[src/rtl/m72_irq_sequencer.sv]
// m72_irq_sequencer: raster-line load port, VBLK/HINT edge capture, prioritised
// maskable interrupt request and an 8259-style acknowledge/vector handshake.
module m72_irq_sequencer (
  input  logic        CLK_32M,
  input  logic        RESET,
  input  logic        CE_PIX,
  input  logic        VBLK,
  input  logic        HINT,
  input  logic        CPU_WR,
  input  logic [1:0]  CPU_ADDR,
  input  logic [15:0] CPU_DIN,
  input  logic        INTA,
  output logic [15:0] TG_D,
  output logic        TG_ISET,
  output logic        IRQ,
  output logic [7:0]  VECTOR,
  output logic        VEC_VALID,
  output logic [7:0]  STATUS
);

  localparam logic [1:0] StIdle    = 2'd0;
  localparam logic [1:0] StLatch   = 2'd1;
  localparam logic [1:0] StDrive   = 2'd2;
  localparam logic [1:0] StRelease = 2'd3;

  logic [8:0] r_line;
  logic [1:0] r_en;
  logic [4:0] r_base;
  logic [1:0] r_pend;
  logic [1:0] r_isr;
  logic [1:0] r_state;
  logic       r_vblk_q;
  logic       r_hint_q;
  logic       r_inta_q;
  logic       r_irq;
  logic [7:0] r_vector;
  logic       r_tg_iset;
  logic       r_first;

  logic       w_wr_line;
  logic       w_wr_en;
  logic       w_wr_base;
  logic       w_wr_eoi;
  logic [1:0] w_ev;
  logic [1:0] w_elig;
  logic       w_found;
  logic       w_sel;
  logic       w_latch;
  logic       w_inta_rise;
  logic [1:0] w_pend_d;
  logic [1:0] w_isr_d;
  logic [1:0] w_state_d;
  logic       w_unused;

  // Only the low nine data bits ever reach a register.
  assign w_unused = ^CPU_DIN[15:9];

  assign w_wr_line = CPU_WR && (CPU_ADDR == 2'd0);
  assign w_wr_en   = CPU_WR && (CPU_ADDR == 2'd1);
  assign w_wr_base = CPU_WR && (CPU_ADDR == 2'd2);
  assign w_wr_eoi  = CPU_WR && (CPU_ADDR == 2'd3);

  assign w_ev[0] = CE_PIX & VBLK & ~r_vblk_q;
  assign w_ev[1] = CE_PIX & HINT & ~r_hint_q;

  // A set isr bit blocks its own source and every lower-priority one.
  assign w_elig[0] = r_pend[0] & ~r_isr[0];
  assign w_elig[1] = r_pend[1] & ~(|r_isr);
  assign w_found   = |w_elig;
  assign w_sel     = ~w_elig[0];

  assign w_latch     = (r_state == StLatch);
  assign w_inta_rise = INTA & ~r_inta_q;

  // Next pending/in-service: latch clear, then event set, then disable mask.
  always_comb begin
    w_pend_d = r_pend;
    if (w_latch && w_found) begin
      w_pend_d[w_sel] = 1'b0;
    end
    w_pend_d = w_pend_d | (w_ev & r_en);
    if (w_wr_en) begin
      w_pend_d = w_pend_d & CPU_DIN[1:0];
    end

    w_isr_d = r_isr;
    if (w_wr_eoi) begin
      w_isr_d = w_isr_d & ~CPU_DIN[1:0];
    end
    if (w_latch && w_found) begin
      w_isr_d[w_sel] = 1'b1;
    end
  end

  // Acknowledge handshake next-state.
  always_comb begin
    w_state_d = r_state;
    case (r_state)
      StIdle:    if (w_inta_rise) w_state_d = StLatch;
      StLatch:   w_state_d = StDrive;
      StDrive:   if (!INTA) w_state_d = StRelease;
      default:   w_state_d = StIdle;
    endcase
  end

  // All state, with synchronous reset.
  always_ff @(posedge CLK_32M) begin
    if (RESET) begin
      r_line    <= 9'd0;
      r_en      <= 2'b00;
      r_base    <= 5'd0;
      r_pend    <= 2'b00;
      r_isr     <= 2'b00;
      r_state   <= StIdle;
      r_vblk_q  <= 1'b1;
      r_hint_q  <= 1'b1;
      r_inta_q  <= 1'b1;
      r_irq     <= 1'b0;
      r_vector  <= 8'd0;
      r_tg_iset <= 1'b0;
      r_first   <= 1'b1;
    end else begin
      if (w_wr_line) r_line <= CPU_DIN[8:0];
      if (w_wr_en)   r_en   <= CPU_DIN[1:0];
      if (w_wr_base) r_base <= CPU_DIN[7:3];
      r_pend    <= w_pend_d;
      r_isr     <= w_isr_d;
      r_state   <= w_state_d;
      if (CE_PIX) begin
        r_vblk_q <= VBLK;
        r_hint_q <= HINT;
      end
      r_inta_q  <= INTA;
      r_irq     <= w_found;
      if (w_latch) begin
        r_vector <= w_found ? {r_base, w_sel, 2'b00} : {r_base, 3'b111};
      end
      // The first post-reset strobe loads line 0 into the generator.
      r_tg_iset <= w_wr_line | r_first;
      r_first   <= 1'b0;
    end
  end

  assign TG_D      = {7'b0, r_line};
  assign TG_ISET   = r_tg_iset;
  assign IRQ       = r_irq;
  assign VECTOR    = r_vector;
  assign VEC_VALID = (r_state == StDrive);
  assign STATUS    = {2'b00, r_state, r_isr, r_pend};

endmodule

[config.mk]
export PLATFORM = sky130hd
export DESIGN_NAME = m72_irq_sequencer
export DESIGN_NICKNAME = d
export VERILOG_FILES = /design/src/rtl/m72_irq_sequencer.sv
export SDC_FILE = /design/constraint.sdc
export NUM_CORES = 1
export LEC_CHECK = 0
export ABC_CLOCK_PERIOD_IN_PS = 1500
export CAP_MARGIN = 25
export CORE_MARGIN = 5
export CORE_UTILIZATION = 40
export CTS_BUF_LIST = sky130_fd_sc_hd__clkbuf_4 sky130_fd_sc_hd__clkbuf_8
export DETAILED_ROUTE_END_ITERATION = 12
export HOLD_SLACK_MARGIN = 0.15
export PLACE_DENSITY = 0.76
export SYNTH_ARGS = -nofsm -noshare
export SYNTH_HDL_FRONTEND = slang
export SYNTH_SLANG_ARGS = --single-unit
[constraint.sdc]
create_clock -name CLK_32M -period 1.5 [get_ports CLK_32M]
set_clock_uncertainty 0.2 [all_clocks]
set_input_delay 0.225 -clock CLK_32M [delete_from_list [all_inputs] [get_ports CLK_32M]]
set_output_delay 0.225 -clock CLK_32M [all_outputs]
set_load 0.02 [all_outputs]
==> key figures <==
Run status
  – Outcome: finished clean

Clock network
  – Cts hold-fix bufs: 0
  – Clock Path Buffers: 2
  – Post-CTS Setup Bufs: 0
  – Clock Sinks: 35
  – Reg clk slew, reported paths: 0.11 ns
  – CTS tree: yes
  – H-tree lvl count: 2
  – TritonCTS buffer count: 5
  – Root Driver: clkbuf_4
  – Clock latency at the later pin of the worst-skew pair: 0.32 ns

Global routing
  – Layer carrying the most global-route usage: met2
  – Met3 Use GR: 0.04161
  – Gr usage total: 0.1353
  – Overflow after GRT: 0
  – Antenna violations before repair: 0
  – Largest net degree at the start of global routing: 20
  – Global Route met1 Usage: 0.1459
  – Global-route wire length before repair: around 5300 um
  – Grt met2 use: 0.2455
  – Vias in the first global route: around 1200

Setup path
  – FF-to-FF Start: r_state[0]
  – Crit. Startpoint: r_state[0]
  – Worst path depth: 3
  – Slowest-stage cell, CP: dfxtp_2
  – Worst path cell trace: inv_2 -> ha_2 -> buf_6
  – WP data required: around 1.1 ns
  – Critical Path Fanout Max: 2
  – Crit path DAT: about 1.1 ns
  – CP Class: reg -> out
  – Reg2reg end: r_state[0]
  – Crit path buf inv count: 2
  – Reg2Reg Setup Slack: 0.04 ns
  – CP Capture Type: output port
  – Worst r2r path cells: 6
  – CP max stage delay: between 0.3 and 0.4 ns
  – Worst setup path end: VEC_VALID
  – CP top delay family: flip-flops
  – Startpoint class of the critical path: register

Floorplanning
  – Core area: roughly 3400 um2
  – DIE HEIGHT: 69.93 um
  – Ports: 60
  – Die Footprint: a little under 5000 um2
  – Number of core rows: 21
  – Chip width: ~70 um
  – Initial core utilization: 0.4205

Run
  – Max Cap Viol: 0

Pwr
  – Pwr dens: about 1100 nW/um2
  – Sw power: a little under 700 uW
  – Sequential share of power: 0.469
  – Leakage: approximately 0.93 nW
  – Tot Pwr: about 2.2 mW
  – Switching Share: 0.3082
  – Peak supply drop: roughly 0.54 mV
  – Internal: approximately 1.5 mW
  – Logic pwr share: 0.305
  – Clock Power Share: 0.227

Finish
  – Fin area: 1999 um2
  – Sequential standard cell area: ~700 um2
  – Synthesis-to-finish area growth: 39.20%
  – N_diodes: 0
  – Fin cells: 245
  – Multi-input gate area: between 600 and 700 um2
  – Share of cells above drive strength 1: 0.1910
  – Fillers: 303
  – Fin nets: about 230
  – Final Util: 0.5853

Logic synthesis
  – Count of different cell masters after synthesis: 28
  – Largest family of logic cells by synthesized area: multiplexers
  – Most frequent cell after synthesis: dfxtp_1
  – Top cells by count, synth: 35 x dfxtp_1, 27 x nor2_1, 25 x mux2i_1
  – Synth Area in Compound Gates: 0.05401
  – Most area-consuming cells after synthesis: dfxtp_1 49%, mux2i_1 17%, nor2_1 7.1%
  – Adder-cell share of the synthesized area: 0.03484
  – Post-Syn Instances: between 100 and 150
  – Synthesized cell area: 1436 um2
  – Synth Flop Type: dfxtp_1
  – Syn Area/Cell: roughly 10 um2
  – Post-synthesis mux area share: 0.1742
  – EDFF count, synth: 0
  – Synth Area in Simple Gates: 0.1559
  – #FFs+latches synth: 35
  – Sequential area share after synthesis: 0.4878
  – Post-synth top area share: 0.4878
  – Post-Synth XOR/XNOR Area: 0
  – Synth area leader: dfxtp_1
  – Async SR Flop Fraction: 0
  – Synth warn: 0

STA
  – Final hold vios: 0
  – RSZ-0062 raised after global routing: true
  – Fin. max-slew vios: 0
  – Period Utilization, post-route: 0.9840
  – Fin worst setup slack: 0.02396 ns
  – Min cycle time layout: between 1 and 1.5 ns
  – WHS: around 0.26 ns
  – Final setup viols: 0
  – Setup TNS Final: 0 ns
  – Fmax achieved: 677.5 MHz

Placed design
  – Cells after DPL: between 200 and 250
  – Post-DP HPWL: 2519 um
  – Final Wtd Congestion: between 0.7 and 0.8
  – Port bufs: between 40 and 50
  – Pre-CTS WS: -0.2343 ns
  – Area after DPL: just under 2000 um2

Detailed routing
  – Initial DRC Count: just under 70
  – Vias: between 1000 and 1500
  – WL final: 3260 um
  – Vias per cell: around 4.7
  – DR WL/cell: 13.31 um
  – Final routed DRC violation total: 0
  – Initial DRT Pass Iterations: 4
  – DRT antenna net count: 0

Hold path
  – HP Class: reg -> reg
-- worst reg2reg max path: cells and delay by family (launching register included) --
| family | cells | cell delay [ns] |
|---|---|---|
| mux | 1 | 0.14 |
| buf+inv | 2 | 0.18 |
| fa+ha+maj | 1 | 0.19 |
| flops | 1 | 0.35 |
| simple gates | 2 | 0.33 |
-- cell type report --
| class | count | area share |
|---|---|---|
| Sequential cell | 35 | 0.3517 |
| Multi-Input combinational cell | 94 | 0.3292 |
| Timing Repair Buffer | 57 | 0.2522 |
| Tap cell | 46 | 0.02879 |
| Clock buffer | 6 | 0.02253 |
| Inverter | 5 | 0.009387 |
| Clock inverter | 2 | 0.006258 |
-- power groups by stage --
stage / clock network, mW / logic, mW / registers [mW]
CTS: 0.512 / 0.663 / 1.03
global route: 0.562 / 0.725 / 1.04
floorplan: 0 / 0.342 / 1.12
global placement: 0 / 0.657 / 1.05
detailed placement: 0 / 0.685 / 1.05
finish: 0.500 / 0.671 / 1.03
-- cells by family (layout without fill, tap and decap cells) --
| logic type | after synthesis | count (layout) |
|---|---|---|
| AND/OR/NAND/NOR | 45 | 45 |
| flip-flops | 35 | 35 |
| multiplexers | 25 | 25 |
| adder cells (fa/ha/maj) | 4 | 4 |
| other | 1 | 9 |
| AO/OA/AOI/OAI | 11 | 11 |
| buffers and inverters | 20 | 70 |
-- layer usage --
metal / part of all wire / up-vias
met5: 0 / -
met4: 0.010 / 0
met3: 0.059 / 4
met2: 0.52 / 40
met1: 0.41 / 546
li1: - / 570
-- sequential cells by signal, summed over array words and instances, names as in the netlist --
| signal | count |
|---|---|
| r_line | 9 |
| VECTOR | 7 |
| r_base | 5 |
| r_en | 2 |
| r_isr | 2 |
| r_pend | 2 |
| r_state | 2 |
| IRQ | 1 |
| TG_ISET | 1 |
| r_first | 1 |
| r_hint_q | 1 |
| r_inta_q | 1 |
| r_vblk_q | 1 |
-- how the worst min path moves through the flow --
| stage | slack (ns) | cells past startpoint | startpoint | end |
|---|---|---|---|---|
| finish | 0.26 | 2 | r_first | TG_ISET |
| global route | 0.32 | 3 | CPU_DIN[2] | r_line[2] |
| CTS | 0.27 | 2 | r_first | TG_ISET |
| detailed placement | 0.24 | 2 | r_first | TG_ISET |
| global placement | 0.22 | 2 | r_first | TG_ISET |
| floorplan | 0.05 | 0 | RESET | r_first |
-- layout by cell type, fill, tap and decap left out, types with 2 or more instances in the layout --
cell and n:
mux2i_1 25, nand2_1 5, nor3b_2 2, inv_1 4, a311oi_1 2, clkdlybuf4s15_1 5
clkbuf_4 6, dfxtp_2 2, buf_4 13, nand2b_1 2, a21oi_1 4, buf_2 2
conb_1 9, ha_2 2, dlygate4sd2_1 17, nor3_1 2, nor2_1 27, dfxtp_1 33
buf_6 2, clkdlybuf4s50_1 17
-- what timing repair did --
item / CTS / global route
endpoints found under the setup margin: 34 / 10
gates resized for setup: 36 / 14
pin swaps: 0 / 1
No activity file was read; power rests on OpenSTA's default activity.
